File: config.mk
export PLATFORM = sky130hd
export DESIGN_NAME = uart_tx_arbiter
export DESIGN_NICKNAME = d
export VERILOG_FILES = /design/src/rtl/uart_pkg.sv /design/src/rtl/rr_pick.sv /design/src/rtl/uart_tx_arbiter.sv
export SDC_FILE = /design/constraint.sdc
export NUM_CORES = 1
export LEC_CHECK = 0
export CAP_MARGIN = 20
export CORE_AREA = 2 2 63 65
export DETAILED_ROUTE_END_ITERATION = 8
export DIE_AREA = 0 0 65 67
export PLACE_DENSITY = 0.73
export RECOVER_POWER = 50
export SLEW_MARGIN = 20
export SYNTH_ARGS = -nofsm -noshare
export SYNTH_HDL_FRONTEND = slang
export SYNTH_SLANG_ARGS = --single-unit
File: constraint.sdc
create_clock -name clk -period 1.96 [get_ports clk]
set_clock_uncertainty 0.05 [all_clocks]
set_input_delay 0.294 -clock clk [delete_from_list [all_inputs] [get_ports clk]]
set_output_delay 0.294 -clock clk [all_outputs]
set_load 0.03 [all_outputs]
File: src/rtl/uart_pkg.sv
// rtl/uart_pkg.sv - shared types and constants for the UART TX arbiter
// Arbiter FSM encoding plus a width helper for counters that must never collapse to zero bits.
package uart_pkg;

  localparam int UART_BYTE_W = 8;

  typedef enum logic [1:0] {
    ARB_IDLE,
    ARB_XFER,
    ARB_GAP
  } arb_state_t;

  function automatic int clog2_min1(input int value);
    return (value < 2) ? 1 : $clog2(value);
  endfunction

endpackage

File: src/rtl/rr_pick.sv
// rtl/rr_pick.sv - combinational round-robin picker
// Returns the first set request scanning ptr, ptr+1, ... modulo N.
module rr_pick #(
  parameter int N = 4,
  parameter int W = $clog2(N)
) (
  input  logic [N-1:0] req,
  input  logic [W-1:0] ptr,
  output logic [W-1:0] idx,
  output logic         any
);

  logic [2*N-1:0] dbl;
  logic [N-1:0]   rot;

  // Rotate so bit 0 is the requester at ptr; the lowest set bit then wins.
  always_comb begin
    dbl = {req, req} >> ptr;
    rot = dbl[N-1:0];
    idx = '0;
    any = 1'b0;
    for (int i = N - 1; i >= 0; i--) begin
      if (rot[i]) begin
        any = 1'b1;
        idx = W'((int'(ptr) + i) % N);
      end
    end
  end

endmodule

File: src/rtl/uart_tx_arbiter.sv
// rtl/uart_tx_arbiter.sv - message-locked round-robin arbiter for one UART TX byte stream
// A granted requester owns the stream until req_last or MAX_MSG_LEN bytes, then an optional settle gap.
module uart_tx_arbiter
  import uart_pkg::*;
#(
  parameter int NUM_REQ     = 4,
  parameter int GAP_CYCLES  = 16,
  parameter int MAX_MSG_LEN = 16
) (
  input  logic                           clk,
  input  logic                           rst,
  input  logic [NUM_REQ-1:0]             req_valid,
  input  logic [NUM_REQ*UART_BYTE_W-1:0] req_data,
  input  logic [NUM_REQ-1:0]             req_last,
  output logic [NUM_REQ-1:0]             req_ready,
  output logic [UART_BYTE_W-1:0]         tx_data,
  output logic                           tx_valid,
  input  logic                           tx_ready,
  output logic [$clog2(NUM_REQ)-1:0]     grant_id,
  output logic                           busy,
  output logic                           overrun_err
);

  localparam int GID_W = $clog2(NUM_REQ);
  localparam int CNT_W = $clog2(MAX_MSG_LEN + 1);
  localparam int GAP_W = clog2_min1(GAP_CYCLES + 1);

  arb_state_t       state;
  arb_state_t       state_nxt;
  logic [GID_W-1:0] rr_ptr;
  logic [GID_W-1:0] ptr_after;
  logic [CNT_W-1:0] byte_cnt;
  logic [GAP_W-1:0] gap_cnt;
  logic [GID_W-1:0] pick_idx;
  logic             pick_any;
  logic             hs;
  logic             cur_last;
  logic             hit_max;
  logic             msg_end;

  logic [UART_BYTE_W-1:0] req_bytes [NUM_REQ];

  for (genvar g = 0; g < NUM_REQ; g++) begin : g_unpack
    assign req_bytes[g] = req_data[g*UART_BYTE_W +: UART_BYTE_W];
  end

  rr_pick #(
    .N (NUM_REQ),
    .W (GID_W)
  ) u_rr_pick (
    .req (req_valid),
    .ptr (rr_ptr),
    .idx (pick_idx),
    .any (pick_any)
  );

  assign hs        = tx_valid & tx_ready;
  assign cur_last  = req_last[grant_id];
  assign hit_max   = (byte_cnt == CNT_W'(MAX_MSG_LEN - 1));
  assign msg_end   = hs & (cur_last | hit_max);
  assign ptr_after = (grant_id == GID_W'(NUM_REQ - 1)) ? '0 : grant_id + 1'b1;
  assign busy      = (state != ARB_IDLE);

  always_ff @(posedge clk) begin
    if (rst) begin
      state <= ARB_IDLE;
    end else begin
      state <= state_nxt;
    end
  end

  always_comb begin
    state_nxt = state;
    case (state)
      ARB_IDLE: begin
        if (pick_any) begin
          state_nxt = ARB_XFER;
        end
      end
      ARB_XFER: begin
        if (msg_end) begin
          state_nxt = (GAP_CYCLES > 0) ? ARB_GAP : ARB_IDLE;
        end
      end
      ARB_GAP: begin
        if (gap_cnt == GAP_W'(GAP_CYCLES - 1)) begin
          state_nxt = ARB_IDLE;
        end
      end
      default: state_nxt = ARB_IDLE;
    endcase
  end

  // The owner is wired straight through; a stalled owner simply holds the grant.
  always_comb begin
    tx_data   = '0;
    tx_valid  = 1'b0;
    req_ready = '0;
    if (state == ARB_XFER) begin
      tx_data             = req_bytes[grant_id];
      tx_valid            = req_valid[grant_id];
      req_ready[grant_id] = tx_ready;
    end
  end

  always_ff @(posedge clk) begin
    if (rst) begin
      rr_ptr      <= '0;
      grant_id    <= '0;
      byte_cnt    <= '0;
      gap_cnt     <= '0;
      overrun_err <= 1'b0;
    end else begin
      overrun_err <= hs & ~cur_last & hit_max;
      case (state)
        ARB_IDLE: begin
          if (pick_any) begin
            grant_id <= pick_idx;
            byte_cnt <= '0;
          end
        end
        ARB_XFER: begin
          if (hs) begin
            byte_cnt <= byte_cnt + 1'b1;
          end
          if (msg_end) begin
            rr_ptr  <= ptr_after;
            gap_cnt <= '0;
          end
        end
        ARB_GAP: begin
          gap_cnt <= gap_cnt + 1'b1;
        end
        default: begin
          gap_cnt <= '0;
        end
      endcase
    end
  end

endmodule
; ---- After elaboration in Yosys (flattened, before gate mapping)
; Cells that the tools add are included.
[op_classes]
n_shift = 1
n_reduce_logical = 9
n_eq_ne = 9
muxes = 30
magnitude_cmp = 3
add_sub_neg = 6
bitwise = 9
[op_table]
columns = op, count
row1 = $mux W8, 3
row2 = $bmux W8 S2, 1
row3 = $mux W2, 8
row4 = $mux W5, 3
row5 = $pmux W5 S3, 1
row6 = $add A5 B1 Y5 const B, 2
row7 = $eq A5 B4 Y1 const B, 2
row8 = $pmux W5 S2, 1
row9 = $mux W1, 8
row10 = $ne A2 B2 Y1 const B, 4
row11 = $shr A8 B2 Y4, 1
row12 = $pmux W2 S3, 1
row13 = $reduce_and A2 Y1, 3
row14 = $reduce_and A3 Y1, 2
row15 = $add A2 B1 Y2 const B, 2
row16 = $add A2 B2 Y2 const B, 2
row17 = $and A1 B1 Y1, 4
row18 = $and A4 B4 Y4, 1
row19 = $bmux W1 S2, 2
row20 = $eq A2 B2 Y1 const B, 2
row21 = $mux W4, 1
row22 = $reduce_bool A2 Y1, 2
row23 = $ge A3 B3 Y1 const B, 1
row24 = $lt A2 B3 Y1 const B, 1
row25 = 8 further kinds, 9
[totals]
output_inout_bits = 17
inputBits = 43
ff_bits = 17

; ---- Depth between registers and ports, before layout
[logic_depth]
ltp_word = 7
ltp_mapped = 7
depth_no_buf = 7

; ---- Cells and area by module
; Synthesis repeated with hierarchy kept, for this count alone.
[unflattened]
hier_cells = 140
hier_area_um2 = 1342.5
[modules_own_cells]
columns = mod, instances, area_per_inst_um2, cells_per_inst
row1 = uart_tx_arbiter, 1, 1265.0, 125
row2 = rr_pick, 1, 77.6, 15

; ---- Worst setup path before layout
; Ideal clock, no wire load.
[synth_timing]
path_type = register to output
start = reg grant_id[0]
end = out tx_data[1]
path_slack_ps = -106
path_stages_with_launch = 5
n_path_buf = 2
required_ps = 1616
t_arrival_ps = 1722
cell_sequence = dfxtp_1 > buf_6 > buf_2 > mux4_2 > and2_1
[synth_between]
elab_chain_len = 5
[synth_rtl]
columns = element, line_no
row1 = "start, declared", uart_tx_arbiter.sv:19  ; output logic [$clog2(NUM_REQ)-1:0] grant_id,
row2 = "start signal, assigned", uart_tx_arbiter.sv:118  ; grant_id <= pick_idx;
row3 = $not A2 Y3 (not written as such), uart_tx_arbiter.sv:100  ; tx_data = req_bytes[grant_id];
row4 = $bmux W8 S2, uart_tx_arbiter.sv:100
row5 = $mux W8 (not written as such) (2 in a row), uart_tx_arbiter.sv:100
row6 = $mux W8, uart_tx_arbiter.sv:99  ; if (state == ARB_XFER) begin
row7 = "end, declared", uart_tx_arbiter.sv:16  ; output logic [UART_BYTE_W-1:0] tx_data,
; Every way passes these cells. The select of a mux whose other input is x is not followed.

; ---- Worst setup path in the final report
[layout_timing]
start = reg byte_cnt[0]
end = reg gap_cnt[2]
[layout_between]
elab_chain_len = 5
[layout_rtl]
columns = element, line_no
row1 = "start, declared", uart_tx_arbiter.sv:32  ; logic [CNT_W-1:0] byte_cnt;
row2 = "start signal, assigned", uart_tx_arbiter.sv:124  ; byte_cnt <= byte_cnt + 1'b1;
row3 = $eq A5 B4 Y1, uart_tx_arbiter.sv:59  ; assign hit_max = (byte_cnt == CNT_W'(MAX_MSG_LEN - 1));
row4 = $or A1 B1 Y1, uart_tx_arbiter.sv:60  ; assign msg_end = hs & (cur_last | hit_max);
row5 = $and A1 B1 Y1, uart_tx_arbiter.sv:60
row6 = $ne A2 B2 Y1 (no source line), --
row7 = $reduce_and A2 Y1 (no source line), --
row8 = "end signal, assigned", uart_tx_arbiter.sv:132  ; gap_cnt <= gap_cnt + 1'b1;
row9 = "end, declared", uart_tx_arbiter.sv:33  ; logic [GAP_W-1:0] gap_cnt;
; Every way passes these cells.
; A chain may end at the register's enable or synchronous reset.

==> metrics list <==
- Final cell count without fillers: 266
* Place WS: -0.410 ns
- After clock tree synthesis, the clock-pin slew on the worst setup and hold paths is 0.07 ns.
* Latest clock arrival within the worst-skew pair: 0.25 ns
* Slew of the pin with the lowest slew margin: 0.362 ns
* Remaining Overflow, GRT: 0
* Post-layout net count: 270
- Die width: 65 µm
* Share of the clock period used by the worst path: 0.996
- The most used flip-flop cell after synthesis is sky130_fd_sc_hd__dfxtp_1.
* Highest ir drop seen on vdd: 426 µV
* Detailed-routing iteration count for the pre-antenna-repair pass: 4
* 1st-iter DRT viols: 35
* Number of input and output port buffers inserted: 59
- Total power after layout: 1.03 mW
* Area of the die: 4360 µm²
* Vert. Die Dim: 67 µm
* Summed negative setup slack over all endpoints: 0 ns
- The flow ran to the end, and the final reports show no timing, DRC or antenna violations.
- Setup repair after global routing could not meet its margin everywhere.
- Number of cells on the worst reg-to-reg path: 7
* Sequential cell area fraction in the yosys report: 0.263
- In this run the clock root is driven by a sky130_fd_sc_hd__clkbuf_8.
- In this run the worst hold path is classified as flip-flop to flip-flop.
- Critical setup path kind: flip-flop to flip-flop
* Cells after Synth: 136
- CTS saw 17 sinks.
* Final setup violating endpoints: 0
* Slack of the worst reg-to-reg path: 0.007 ns
- For this run, asynchronously set or reset flops after synthesis account for 0.
- 0 antenna diodes ended up in the layout.
- A synthesized cell averages 9.51 µm².
- Startpoint type of the worst setup path: flip-flop
* Worst rel slew slack: 0.759
- At the worst endpoint, the required time is 2.11 ns.
- The tool flagged a number of max-cap violations equal to 0.
- Endpoint of the worst register-to-register path: gap_cnt[2]
- Final number of max-transition violations: 0
- Level count of the clock H-tree: 1
* Via count of the first global-routing pass: 1,363
* Areal power density over the cells: 474 nW/µm²
- Area of the mapped netlist: 1290 µm²
- During I/O placement, the number of pins put on the boundary was 60.
* Final critical-path required period: 1.95 ns
* Clock tree from TritonCTS: done
* Hold violation total from the final report: 0
* GRT Overall Usage: 0.184
- The number of placed instances, taps included, is 257.
- Vias per std cell: 5.06
- Net count after synthesis: 187
- Instance area after placement: 2070 µm²
* Pin count of the biggest net entering global routing: 14
- Relative to the synthesized area, the layout overhead comes to 68.6%.
- Of the post-synthesis cell area, the dominant cell type holds 0.263.
* Synth area leaders: sky130_fd_sc_hd__dfxtp_1 26%, sky130_fd_sc_hd__mux4_2 12%, sky130_fd_sc_hd__ha_1 7.7%
- In this run the worst setup path terminates at gap_cnt[2].
* WP data arrival: 2.10 ns
- Timing would allow up to 512 MHz.
* Proportion of layout cells with a drive suffix above 1: 0.294
- Of all nets on the critical path, the largest fanout is 5.
- Summed over all instances, the cell type with the most area after synthesis is sky130_fd_sc_hd__dfxtp_1.
* Initial antenna violation count: 0
- Cell leakage power: 0.895 nW
- Post-detailed-route count of antenna-violating nets: 0
- Source of the critical timing path: byte_cnt[0]
* Clock buffers created by TritonCTS: 3
- After detailed routing, the number of remaining DRC violations is 0.
- Number of vias after detailed routing: 1,347
* Count of hold-fix buffers inserted at cts: 0
- In this run, synthesis inferred 0 flip-flops with an integrated enable.
- Critical path capture point type: flip-flop
- Global-route wire length before repair: 6.24 mm
- Synthesis warning total: 0
- Source of the worst register-to-register timing path: byte_cnt[0]
- In this run the core area contains 22 standard-cell rows.
- With fillers left out, the area of the finished cells amounts to 2180 µm².
- The wire-length estimate of the detail-placed layout is 2.98 mm.
- Maximum root-to-sink buffer count: 2
- Number of distinct library cells after synthesis: 42
- The core region is 3610 µm².
- Weighted congestion reported at the end of routability-driven placement: 0.813
- For this configuration, the core starts out at a cell density of 0.359.
* Register bit count reported by yosys: 17
* DR WL/cell: 14.3 µm
* Post-route worst setup slack: 0.00698 ns
- Aggregate routed wire length: 3.80 mm
[metrics by stage]
step	hold slack, ns	utilization
final	0.410	0.605
after global placement	0.389	0.574
after CTS	0.415	0.603
after floorplan	0.382	-
after global routing	0.441	0.605
after detailed placement	0.404	0.574
[worst min-delay path by stage]
stage,from,end,slack [ns],depth (start not counted)
5_1_grt,gap_cnt[4],gap_cnt[4],0.44,1
4_1_cts,byte_cnt[4],byte_cnt[4],0.41,2
3_3_place_gp,byte_cnt[4],byte_cnt[4],0.39,2
3_5_place_dp,byte_cnt[4],byte_cnt[4],0.40,2
2_1_floorplan,byte_cnt[4],byte_cnt[4],0.38,2
6_report,byte_cnt[4],byte_cnt[4],0.41,2
[layout make-up]
class                   instances  area, µm²
fillers                       312       1430
well taps                      48       60.1
multi-input cells             108        952
inverters                       5       18.8
clock buffers                   3       41.3
flip-flops and latches         17        347
repair buffers                 84        757
clock inverters                 1       5.00
[flip-flops by register name, summed over array words and instances (netlist names)]
| signal | flops |
|---|---|
| byte_cnt | 5 |
| gap_cnt | 5 |
| grant_id | 2 |
| overrun_err | 1 |
| rr_ptr | 2 |
| state | 2 |
[cell families (layout without fill, tap and decap cells)]
logic type | after synthesis | count (layout) | share of synthesized area
and+or+nand+nor | 64 | 64 | 0.279
AOI/OAI and AO/OA | 22 | 22 | 0.140
DFF | 17 | 17 | 0.263
muxes | 12 | 12 | 0.188
buffers and inverters | 11 | 93 | 0.0387
adders and majority gates | 8 | 8 | 0.0774
xor gates and xnor gates | 2 | 2 | 0.0135
[Yosys cell counts (2+ instances only)]
cell / instances
sky130_fd_sc_hd__nand3b_1: 2
sky130_fd_sc_hd__a21o_1: 3
sky130_fd_sc_hd__nand3_1: 5
sky130_fd_sc_hd__mux2_2: 2
sky130_fd_sc_hd__or4_1: 2
sky130_fd_sc_hd__inv_1: 5
sky130_fd_sc_hd__nor3b_1: 3
sky130_fd_sc_hd__nand2b_1: 5
sky130_fd_sc_hd__a21oi_1: 6
sky130_fd_sc_hd__ha_1: 8
sky130_fd_sc_hd__clkbuf_1: 3
sky130_fd_sc_hd__nand2_1: 8
sky130_fd_sc_hd__nor2_1: 11
sky130_fd_sc_hd__nor2b_1: 3
sky130_fd_sc_hd__and3_1: 3
sky130_fd_sc_hd__o21ai_0: 3
sky130_fd_sc_hd__and2_1: 14
sky130_fd_sc_hd__dfxtp_1: 17
sky130_fd_sc_hd__xor2_1: 2
sky130_fd_sc_hd__mux4_2: 7
sky130_fd_sc_hd__mux4_1: 2
sky130_fd_sc_hd__or2_2: 2
[metal layers]
metal  part of all wire  vias up  GRT usage
met5                  0        -          0
met4             0.0087        0     0.0399
met3              0.088        4     0.0473
met2               0.48       52      0.339
met1               0.42      623      0.214
li1                   -      668          -
[what timing repair did]
item,4_1_cts,5_1_grt
buffers inserted,4,1
gates cloned,0,0
pin swaps,5,6
setup endpoints to repair,18,16
resized for setup,58,8
[cells in the final DEF, fill, tap and decap left out, types with 2 or more instances in the layout]
| cell type | instances |
|---|---|
| sky130_fd_sc_hd__o21ai_0 | 3 |
| sky130_fd_sc_hd__dfxtp_2 | 2 |
| sky130_fd_sc_hd__clkdlybuf4s50_1 | 42 |
| sky130_fd_sc_hd__nand2b_1 | 5 |
| sky130_fd_sc_hd__dfxtp_1 | 14 |
| sky130_fd_sc_hd__nor3b_1 | 3 |
| sky130_fd_sc_hd__nor2b_1 | 3 |
| sky130_fd_sc_hd__and3_1 | 2 |
| sky130_fd_sc_hd__nand3_1 | 5 |
| sky130_fd_sc_hd__a21o_1 | 3 |
| sky130_fd_sc_hd__clkbuf_1 | 3 |
| sky130_fd_sc_hd__clkbuf_8 | 3 |
| sky130_fd_sc_hd__nor2_1 | 11 |
| sky130_fd_sc_hd__or4_1 | 2 |
| sky130_fd_sc_hd__ha_1 | 6 |
| sky130_fd_sc_hd__buf_4 | 23 |
| sky130_fd_sc_hd__and2_4 | 4 |
| sky130_fd_sc_hd__buf_2 | 4 |
| sky130_fd_sc_hd__and2_1 | 10 |
| sky130_fd_sc_hd__ha_4 | 2 |
| sky130_fd_sc_hd__mux4_1 | 2 |
| sky130_fd_sc_hd__xor2_1 | 2 |
| sky130_fd_sc_hd__buf_6 | 7 |
| sky130_fd_sc_hd__nand2_1 | 8 |
| sky130_fd_sc_hd__inv_1 | 5 |
| sky130_fd_sc_hd__nand3b_1 | 2 |
| sky130_fd_sc_hd__a21oi_1 | 6 |
| sky130_fd_sc_hd__mux2_2 | 2 |
| sky130_fd_sc_hd__mux4_2 | 7 |
| sky130_fd_sc_hd__dlygate4sd3_1 | 2 |
[worst max-delay path: stages, from the launching register on]
cell and delay, ns:
sky130_fd_sc_hd__dfxtp_2 0.34, sky130_fd_sc_hd__ha_4 0.16, sky130_fd_sc_hd__and3_4 0.18, sky130_fd_sc_hd__ha_4 0.15, sky130_fd_sc_hd__or2_4 0.22, sky130_fd_sc_hd__o221a_4 0.25
sky130_fd_sc_hd__a311oi_4 0.35, sky130_fd_sc_hd__a221o_1 0.21
[power breakdown]
part | internal [mW] | switching [mW] | total [mW]
registers | 0.354 | 0.0102 | 0.364
logic | 0.230 | 0.174 | 0.405
clock network | 0.141 | 0.124 | 0.265
Power figures use the tool's default switching activity.
